<file path="src/rtl/matrix_add_seq.sv">
`default_nettype none
// ============================================================================
// Module   : matrix_add_seq
// Purpose  : Sequential element-wise adder/subtractor for flattened N x N
//            matrices of W-bit elements. It processes LANES elements per
//            cycle and holds the result with a sticky overflow flag until
//            the consumer accepts it.
// Options  : SATURATE_EN - when defined, results clamp on overflow instead
//            of wrapping. Add clamps to 2^W-1; sub clamps to 0.
// Revision : 1.0 - initial release
// ============================================================================
module matrix_add_seq #(
  parameter int N     = 3,
  parameter int W     = 3,
  parameter int LANES = 1
) (
  input  logic             clk,
  input  logic             rst_n,
  input  logic             in_valid,
  output logic             in_ready,
  input  logic [N*N*W-1:0] in_a,
  input  logic [N*N*W-1:0] in_b,
  input  logic             in_op,
  output logic             out_valid,
  input  logic             out_ready,
  output logic [N*N*W-1:0] out_result,
  output logic             out_ovf
);

  localparam int NE = N * N;
  localparam int IW = (NE > 1) ? $clog2(NE) : 1;
  localparam logic [IW-1:0] LAST_IDX = IW'(NE - LANES);
  localparam logic [IW-1:0] STEP     = IW'(LANES);

  // A lane count that does not tile the matrix would leave elements unwritten.
  generate
    if ((N < 1) || (LANES < 1) || ((NE % LANES) != 0)) begin : g_param_check
      $error("matrix_add_seq: LANES must divide N*N and N must be >= 1");
    end
  endgenerate

  typedef enum logic [1:0] {
    S_IDLE = 2'd0,
    S_RUN  = 2'd1,
    S_DONE = 2'd2
  } state_t;

  state_t           state_q, state_d;
  logic [NE*W-1:0]  a_q, a_d;
  logic [NE*W-1:0]  b_q, b_d;
  logic             op_q, op_d;
  logic [IW-1:0]    idx_q, idx_d;
  logic [NE*W-1:0]  res_q, res_d;
  logic             ovf_q, ovf_d;

  logic [W-1:0]     lane_val_w [LANES];
  logic [LANES-1:0] lane_ovf_w;

  // One arithmetic slice per lane, working on element idx_q + lane.
  generate
    for (genvar g = 0; g < LANES; g++) begin : g_lane
      logic [W-1:0] opa_w, opb_w, raw_w;
      logic [W:0]   sum_w, diff_w;

      assign opa_w  = a_q[(int'(idx_q) + g) * W +: W];
      assign opb_w  = b_q[(int'(idx_q) + g) * W +: W];
      assign sum_w  = {1'b0, opa_w} + {1'b0, opb_w};
      // The extra top bit of the difference is the borrow (A < B).
      assign diff_w = {1'b0, opa_w} - {1'b0, opb_w};
      assign raw_w  = op_q ? diff_w[W-1:0] : sum_w[W-1:0];
      assign lane_ovf_w[g] = op_q ? diff_w[W] : sum_w[W];
`ifdef SATURATE_EN
      assign lane_val_w[g] = lane_ovf_w[g] ? (op_q ? {W{1'b0}} : {W{1'b1}}) : raw_w;
`else
      assign lane_val_w[g] = raw_w;
`endif
    end
  endgenerate

  // Next-state logic: capture in IDLE, write LANES elements per RUN beat, hold in DONE.
  always_comb begin
    state_d = state_q;
    a_d     = a_q;
    b_d     = b_q;
    op_d    = op_q;
    idx_d   = idx_q;
    res_d   = res_q;
    ovf_d   = ovf_q;
    case (state_q)
      S_IDLE: begin
        if (in_valid) begin
          a_d     = in_a;
          b_d     = in_b;
          op_d    = in_op;
          idx_d   = '0;
          ovf_d   = 1'b0;
          state_d = S_RUN;
        end
      end
      S_RUN: begin
        for (int l = 0; l < LANES; l++) begin
          res_d[(int'(idx_q) + l) * W +: W] = lane_val_w[l];
        end
        ovf_d = ovf_q | (|lane_ovf_w);
        idx_d = idx_q + STEP;
        if (idx_q == LAST_IDX) begin
          state_d = S_DONE;
        end
      end
      S_DONE: begin
        // Returning to IDLE first keeps the result handshake and the next accept in separate cycles.
        if (out_ready) begin
          state_d = S_IDLE;
        end
      end
      default: state_d = S_IDLE;
    endcase
  end

  // State and datapath registers; reset clears everything immediately.
  always_ff @(posedge clk or negedge rst_n) begin
    if (!rst_n) begin
      state_q <= S_IDLE;
      a_q     <= '0;
      b_q     <= '0;
      op_q    <= 1'b0;
      idx_q   <= '0;
      res_q   <= '0;
      ovf_q   <= 1'b0;
    end else begin
      state_q <= state_d;
      a_q     <= a_d;
      b_q     <= b_d;
      op_q    <= op_d;
      idx_q   <= idx_d;
      res_q   <= res_d;
      ovf_q   <= ovf_d;
    end
  end

  assign in_ready   = (state_q == S_IDLE);
  assign out_valid  = (state_q == S_DONE);
  assign out_result = res_q;
  assign out_ovf    = ovf_q;

endmodule
`default_nettype wire

</file>
<file path="config.mk">
export PLATFORM = sky130hd
export DESIGN_NAME = matrix_add_seq
export DESIGN_NICKNAME = d
export VERILOG_FILES = /design/src/rtl/matrix_add_seq.sv
export SDC_FILE = /design/constraint.sdc
export NUM_CORES = 1
export LEC_CHECK = 0
export CORE_MARGIN = 3
export CORE_UTILIZATION = 40
export DETAILED_ROUTE_END_ITERATION = 10
export PLACE_DENSITY = 0.67
export SLEW_MARGIN = 20
export SYNTH_ARGS = -nofsm -noshare
export SYNTH_HDL_FRONTEND = slang
export SYNTH_SLANG_ARGS = --single-unit
export TNS_END_PERCENT = 50
</file>
<file path="constraint.sdc">
create_clock -name clk -period 5.1 [get_ports clk]
set_input_delay 0.51 -clock clk [delete_from_list [all_inputs] [get_ports clk]]
set_output_delay 0.51 -clock clk [all_outputs]
set_load 0.02 [all_outputs]
</file>
* Word level (Yosys, flattened, before mapping)
Index checks and enable logic that the tools add are counted.
** Word-level totals
- Register bits :: 89
** Cells by class
- Add/subtract/negate cells :: 4
- Multipliers :: 1
- Equality and inequality tests :: 6
- Shifts and indexed selects :: 4
- Muxes and demuxes :: 11
- Bitwise logic cells :: 1
- Reductions and logical operators :: 5
** Operator list (number)
- $shiftx 27x32->3 :: 2
- $neg 6->33 :: 1
- $shift 3x33->27 const A :: 1
- $shiftx 3x33->27 :: 1
- $bwmux 27 :: 1
- $pmux 4 s2 :: 1
- $mul 4x2->6 const B :: 1
- $mux 2 :: 3
- $pmux 2 s3 :: 1
- $add 3x3->4 :: 1
- $add 4x1->4 const B :: 1
- $eq 4x4->1 const B :: 1
- $mux 4 :: 1
- $ne 2x2->1 const B :: 2
- $reduce_and 2->1 :: 2
- $sub 3x3->4 :: 1
- $mux 3 :: 1
- $reduce_and 3->1 :: 1
- $eq 2x1->1 const B :: 1
- $eq 2x2->1 const B :: 1
- $logic_not 2->1 :: 1
- $mux 1 :: 2
- $ne 2x1->1 const B :: 1
- $pmux 1 s2 :: 1
- other kinds (2) :: 2

* Longest topological paths before layout
Gate-level depths: netlist of the first run.
- Depth in word-level cells :: 6
- Depth in mapped cells :: 12
- Depth with buffers taken out :: 11

* Least setup slack after synthesis of the first run
Ideal clock, no wire load.
- Path kind :: reg-to-reg
- From :: register idx_q[0]
- To :: register res_q[23] (netlist: out_result[23])
- Library setup time :: 0.065 ns
- Arrival time :: 2.966 ns
- Data required time :: 5.035 ns
- Slack :: 2.069 ns
- Stages on the path, launching flop included :: 12
- Path through :: dfrtp_1 buf_6 buf_2 mux4_2 nor2_1 o31ai_1 ha_1 fa_1 and2_1 or3_1 a211oi_1 mux2_2
** On the way
- Word-level cells in the longest chain between the ends :: 6
** Ends and longest elaborated chain
- start, declared :: line 52 : logic [IW-1:0] idx_q, idx_d;
- start signal, assigned :: line 135 : idx_q <= idx_d;
- $mul 4x2->6 * :: line 65, 66, 102
- $shiftx 27x32->3, on equally long branches :: line 65, 66
- $add 3x3->4 or $sub 3x3->4 (tied branches) :: line 67, 69
- $mux 3 :: line 70 : assign raw_w = op_q ? diff_w[W-1:0] : sum_w[W-1:0];
- $shiftx 3x33->27 :: line 102 : res_d[(int'(idx_q) + l) * W +: W] = lane_val_w[l];
- $bwmux 27 * :: line 102
- end signal, assigned :: line 136 : res_q <= res_d;
- end, declared :: line 53 : logic [NE*W-1:0] res_q, res_d;
Mark *: on every way between the ends. The rest lies on a longest branch, timed or not.
A chain may end at the register's enable or synchronous reset.

* Worst setup path in the final report of the first run
- From :: register idx_q[3]
- To :: register res_q[5] (netlist: out_result[5])
Same word-level chain as after synthesis.

==> out/summary.txt, run 1 <==
Status: finished, final reports clean
Core ar.: 10,900 um2
Final Wtd Congestion: 0.862
Clock root buffer: clkbuf_16
Slew Viols, Final: 0
Count of final hold-check violations: 0
PD cells: 667 nW/um2
Post-synth EDFFs: 0
Antenna diode count: 0
Post-detail-place hpwl: 7450 um
WL/cell: 14.9 um
TritonRoute pass-1 iters: 4
Max Cap Violations: 0
Skew final: 0.0119 ns
RR Startpoint: idx_q[3]$_DFFE_PN0P_
Layout cells sized above 1: 12.5%
Starting DRT DRC Count: 163
Worst Tran Pin Value: 1.00 ns
Data arrival, critical path: 4.11 ns
Vias: 3,462
Crit path cell chain: nor4b_4 -> nand2_1 -> o41a_1 -> ha_1 -> fa_1 -> and2_1 -> or3_1 -> a211oi_1 -> mux2_2
TritonCTS Sinks: 89
Post-DP Area: 5480 um2
Reg clk slew, reported paths: 0.07 ns
Leakage power: 2.69 nW
Worst EP required: 5.38 ns
Setup TNS: 0 ns
Yosys warnings: 0
Synth unique cells: 45
I/O Pins: 89
Grt ovf: 0
Hold_ws: 0.223 ns
Hold Buf Count CTS: 0
Initial Util: 41.5%
CTS max path bufs: 2
Syn Inst Count: 461
Initial antenna violation count: 0
RSZ-0062 raised after global routing: false
Critical path fanouts, max: 24
Mapped Area: 4530 um2
IO buf count: 88
# setup viols final: 0
#FFs+latches synth: 89
Design area: 5780 um2
CTS resizes: 0
Main flop type after synthesis: dfrtp_1
First-pass GRT wire length: 16,900 um
H-tree Lvls: 3
Final Critical Period: 3.83 ns
Crit path kind: reg2reg
CTS tree: done
Post-synth ARST share: 100%
Die H: 112 um
Slowest-stage cell, CP: dfrtp_1
Mapped Nets: 533
Vias in the first global route: 3,515
Post-route ant nets: 0
Avg Inst Size Synth: 9.83 um2
Die Wd: 112 um
TritonCTS buffer count: 9
F_max: 0.261 GHz
Area of the die: 12,600 um2
Worst vdd ir: 292 uV
Slew HR: 32.8%
Area delta synth->final: 27.4%
CP Capture Type: register
Sequential area share after synthesis: 49.1%
Overall Global Routing Usage: 16.5%
Max incr delay on CP: 0.86 ns
Worst-Skew Late Latency: 0.34 ns
# Post-CTS Setup Buffers: 0
FP Rows: 38
Final WL: 10,200 um
Fin nets: 610
HP Class: in2async
Crit start category: register
Post-DR vias/cell: 5.07
Pin count of the biggest net entering global routing: 90
CP startpoint: idx_q[3]$_DFFE_PN0P_
# DRC: 0
Fin crit share: 75.2%
==> Yosys cell counts, types with 2 or more instances <==
cell type | instances | area, um2
fa_1 | 2 | 40.0
nand3_1 | 4 | 20.0
nand2b_1 | 3 | 18.8
nand3b_1 | 4 | 30.0
nand2_1 | 183 | 687
inv_1 | 8 | 30.0
o41a_1 | 4 | 45.0
clkbuf_1 | 11 | 41.3
and2_1 | 2 | 12.5
a2bb2oi_2 | 3 | 45.0
mux2_4 | 3 | 45.0
o31ai_1 | 3 | 22.5
a21oi_1 | 2 | 10.0
ha_1 | 11 | 138
o21ai_0 | 5 | 25.0
o31ai_2 | 3 | 37.5
dfrtp_1 | 89 | 2230
nor2b_1 | 10 | 62.6
a211oi_1 | 11 | 82.6
buf_6 | 4 | 45.0
mux2i_1 | 5 | 50.1
mux2_2 | 26 | 293
nor2_1 | 22 | 82.6
nor3b_1 | 2 | 15.0
mux4_2 | 6 | 135
nand4_1 | 4 | 25.0
buf_2 | 8 | 40.0
o41ai_1 | 5 | 43.8
o22ai_1 | 2 | 12.5
==> metal layers <==
| layer | vias to the layer above | track usage, % | share of wire [%] |
|---|---|---|---|
| met4 | 0 | 4.89 | 1.3 |
| li1 | 1693 | - | - |
| met5 | - | 0 | 0 |
| met2 | 96 | 26.6 | 48 |
| met3 | 12 | 4.26 | 5.4 |
| met1 | 1661 | 22.0 | 45 |
==> final cells by class <==
| type | instances | area, um2 |
|---|---|---|
| fill | 1007 | 5160 |
| sequential | 89 | 2230 |
| multi-input combinational | 340 | 2160 |
| timing repair buffer | 90 | 897 |
| clock buffer | 10 | 239 |
| tap | 140 | 175 |
| clock inverter | 6 | 48.8 |
| inverter | 8 | 30.0 |
==> power by group <==
group	internal [mW]	leakage, nW	switching (mW)
logic	0.880	1.42	1.07
clock network	0.349	0.144	0.278
registers	1.01	1.12	0.263
==> placed cells by master, fill, tap and decap left out, drive strengths merged, types with 3 or more instances in the layout <==
cell type      count
nor2b             10
nand2            183
ha                11
clkdlybuf4s50     87
nand3b             4
mux2i              5
inv               11
nand2b             3
o41a               4
o21ai              5
clkbuf            10
o41ai              5
a2bb2oi            4
clkinv             3
a211oi            11
nand3              5
buf                3
dfrtp             89
nor3b              3
mux2              29
nand4              4
o31ai              6
nor2              22
mux4               6
==> registers in the layout (all words and copies together), names as in the netlist <==
name and flops:
a_q 27, b_q 27, idx_q 4, op_q 1
out_ovf 1, out_result 27, state_q 2
==> cell families (layout without fill, tap and decap cells) <==
kind of cell               after synthesis  count (layout)  synth area share (%)
buffers and inverters                   32             114                  3.53
muxes                                   40              40                  11.5
and+or+nand+nor                        241             241                  22.9
AOI/OAI and AO/OA                       45              45                  8.83
DFF                                     89              89                  49.1
adders and majority gates               13              13                  3.92
xor gates and xnor gates                 1               1                 0.193
==> worst paths after layout <==
kind | to | slack (ns) | depth (start not counted)
max in group asynchronous | idx_q[3]$_DFFE_PN0P_ | 4.32 | 1
hold / removal | out_result[21]$_DFFE_PN0P_ | 0.22 | 1
setup / recovery | out_result[5]$_DFFE_PN0P_ | 1.27 | 9
min in group clk | a_q[5]$_DFFE_PN0P_ | 0.48 | 2
hold reg to reg | a_q[5]$_DFFE_PN0P_ | 0.48 | 2
setup reg to reg | out_result[5]$_DFFE_PN0P_ | 1.27 | 9
==> per-stage QoR <==
stage | setup slack [ns] | util, % | power [mW] | std cells
after CTS | 1.31 | 52.7 | 3.88 | 683
after floorplan | 2.07 | - | 2.65 | 461
final | 1.27 | 52.8 | 3.85 | 683
after global routing | 1.01 | 52.8 | 4.17 | 683
after detailed placement | 1.32 | 50.1 | 3.24 | 667
after global placement | 1.46 | 50.1 | 3.19 | 667
==> critical path: cells and delay by family (launching register included) <==
| kind | cells | cell delay (ns) |
|---|---|---|
| fa+ha+maj | 2 | 0.62 |
| compound gates | 2 | 0.51 |
| mux | 1 | 0.22 |
| flops | 1 | 0.86 |
| simple gates | 4 | 1.56 |
No activity file was read; power rests on OpenSTA's default activity.
==> run 2: changes to the inputs <==
PLACE_DENSITY = 0.7   (was 0.67)
clock period = 3.2 ns   (was 5.1 ns; I/O delays follow)
==> out/summary.txt, run 2 (synthesized netlist as in run 1, its figures left out) <==
Post-DR vias/cell: 5.08 (+0.29%)
# setup viols final: 0 (unchanged)
Worst vdd ir: 671 uV (+130%)
Worst-Skew Late Latency: 0.34 ns (about the same)
First-pass GRT wire length: 18,000 um (+6.7%)
CP Capture Type: register
Core ar.: 10,900 um2 (unchanged)
Layout cells sized above 1: 15.7% (+3.2 points)
F_max: 0.331 GHz (+27%)
IO buf count: 88 (unchanged)
Commonest non-fill, non-tap cell in the layout: nand2_1
Crit path kind: reg2reg
Pin count of the biggest net entering global routing: 67 (-26%)
Crit start category: register
Status: finished, final reports clean
Post-route ant nets: 0 (unchanged)
Fin util: 54.3% (+1.5 points)
# Post-CTS Setup Buffers: 0 (unchanged)
Fin nets: 622 (+2.0%)
Overall Global Routing Usage: 17.4% (+0.97 points)
Filler cells: 995 (-1.2%)
Area of the die: 12,600 um2 (unchanged)
TritonCTS buffer count: 9 (unchanged)
Setup TNS: 0 ns (unchanged)
Fin crit share: 94.5% (+19 points)
Slew Viols, Final: 0 (unchanged)
Total power: 6.55 mW (+70%)
Grt ovf: 0 (unchanged)
Data arrival, critical path: 3.30 ns (-0.81 ns)
Critical path fanouts, max: 35 (+46%)
H-tree Lvls: 3 (unchanged)
Leakage power: 2.77 nW (+3.0%)
PD cells: 1100 nW/um2 (+66%)
Starting DRT DRC Count: 177 (+8.6%)
Die H: 112 um (unchanged)
Antenna diode count: 0 (unchanged)
RSZ-0062 raised after global routing: false
Final Wtd Congestion: 0.881 (+2.3%)
Worst EP required: 3.48 ns (-1.90 ns)
# DRC: 0 (unchanged)
TritonRoute pass-1 iters: 4 (unchanged)
CTS max path bufs: 2 (unchanged)
I/O Pins: 89 (unchanged)
Final WL: 10,600 um (+4.5%)
Max Cap Violations: 0 (unchanged)
Worst Tran Pin Value: 0.999 ns (-0.00457 ns)
HP Class: in2async
Post-detail-place hpwl: 7940 um (+6.5%)
Post-Place Cells: 679 (+1.8%)
Area delta synth->final: 30.9%
Initial Util: 41.5% (unchanged)
Most frequent cells in the layout: nand2_1 (182), dfrtp_1 (87), clkdlybuf4s50_1 (87), mux2_2 (26), nor2_1 (22)
CTS tree: done
Final Non-Filler Cells: 695 (+1.8%)
Final Critical Period: 3.03 ns (-0.808 ns)
Vias in the first global route: 3,673 (+4.5%)
Slew HR: 33.1% (+0.31 points)
Count of final hold-check violations: 0 (unchanged)
WL/cell: 15.3 um (+2.7%)
Hold Buf Count CTS: 0 (unchanged)
Clock root buffer: clkbuf_16
TritonCTS Sinks: 89 (unchanged)
FP Rows: 38 (unchanged)
Reg clk slew, reported paths: 0.07 ns (about the same)
Skew final: 0.0115 ns (-0.000363 ns)
Initial antenna violation count: 0 (unchanged)
Die Wd: 112 um (unchanged)
Vias: 3,533 (+2.1%)
==> run 2: cell types whose count changed in the layout (fill, tap and decap cells not counted), sizes merged <==
cell,before,now
clkinvlp,0,1
clkinv,3,1
clkbuf,10,9
buf,3,15
bufinv,0,2
==> run 2: final timing paths <==
path / cells past startpoint / slack (ns) / start / end
min: 1 / 0.06 / rst_n / out_result[0]$_DFFE_PN0P_
max: 10 / 0.17 / idx_q[0]$_DFFE_PN0P_ / out_result[11]$_DFFE_PN0P_
max reg2reg: 10 / 0.17 / idx_q[0]$_DFFE_PN0P_ / out_result[11]$_DFFE_PN0P_
min reg2reg: 2 / 0.48 / a_q[14]$_DFFE_PN0P_ / a_q[14]$_DFFE_PN0P_
max in group asynchronous: 2 / 2.40 / rst_n / b_q[2]$_DFFE_PN0P_
min in group clk: 2 / 0.48 / a_q[14]$_DFFE_PN0P_ / a_q[14]$_DFFE_PN0P_
==> run 2: power breakdown <==
part | switching (mW) | internal, mW | leakage (nW)
clock network | 0.456 | 0.691 | 0.157
logic | 1.90 | 1.55 | 1.49
registers | 0.349 | 1.62 | 1.12
total | 2.70 | 3.85 | 2.77
==> run 2: critical path, cell delays in order, from the launching register on <==
cell,delay [ns]
dfrtp_2,0.44
buf_12,0.22
mux2_2,0.35
o22ai_1,0.21
o31ai_1,0.13
ha_1,0.24
fa_1,0.37
and2_1,0.17
or3_4,0.38
a211oi_2,0.26
mux2_4,0.18
==> run 2: metrics by stage <==
stage / setup slack [ns] / cell area, um2 / hold WS, ns
finish: 0.174 / 5940 / 0.0646
global route: 0.0129 / 5940 / 0.156
CTS: 0.0223 / 5910 / 0.118
detailed placement: 0.0233 / 5580 / 0.460
global placement: 0.149 / 5580 / 0.462
floorplan: 0.169 / 4530 / 0.0244
==> run 2: metal layers <==
metal	wire, um	up-vias	GRT usage, %
met3	497	9	4.04
met1	4750	1713	23.4
met4	97	0	4.17
li1	-	1718	-
met2	5270	93	28.9
met5	0	-	0
==> run 2: what timing repair did <==
| item | CTS | global route |
|---|---|---|
| endpoints found under the hold margin | 0 | 0 |
| pin swaps | 0 | 0 |
| resized for setup | 1 | 6 |
| setup endpoints to repair | 6 | 15 |
==> run 2: cell type report <==
cell class / instances / area [um2] / share of cell area (%)
clock buffers: 9 / 225 / 3.79
clock inverters: 7 / 98.8 / 1.67
inverters: 8 / 30.0 / 0.506
multi-input cells: 340 / 2180 / 36.7
flip-flops and latches: 89 / 2230 / 37.6
well taps: 140 / 175 / 2.95
repair buffers: 102 / 996 / 16.8
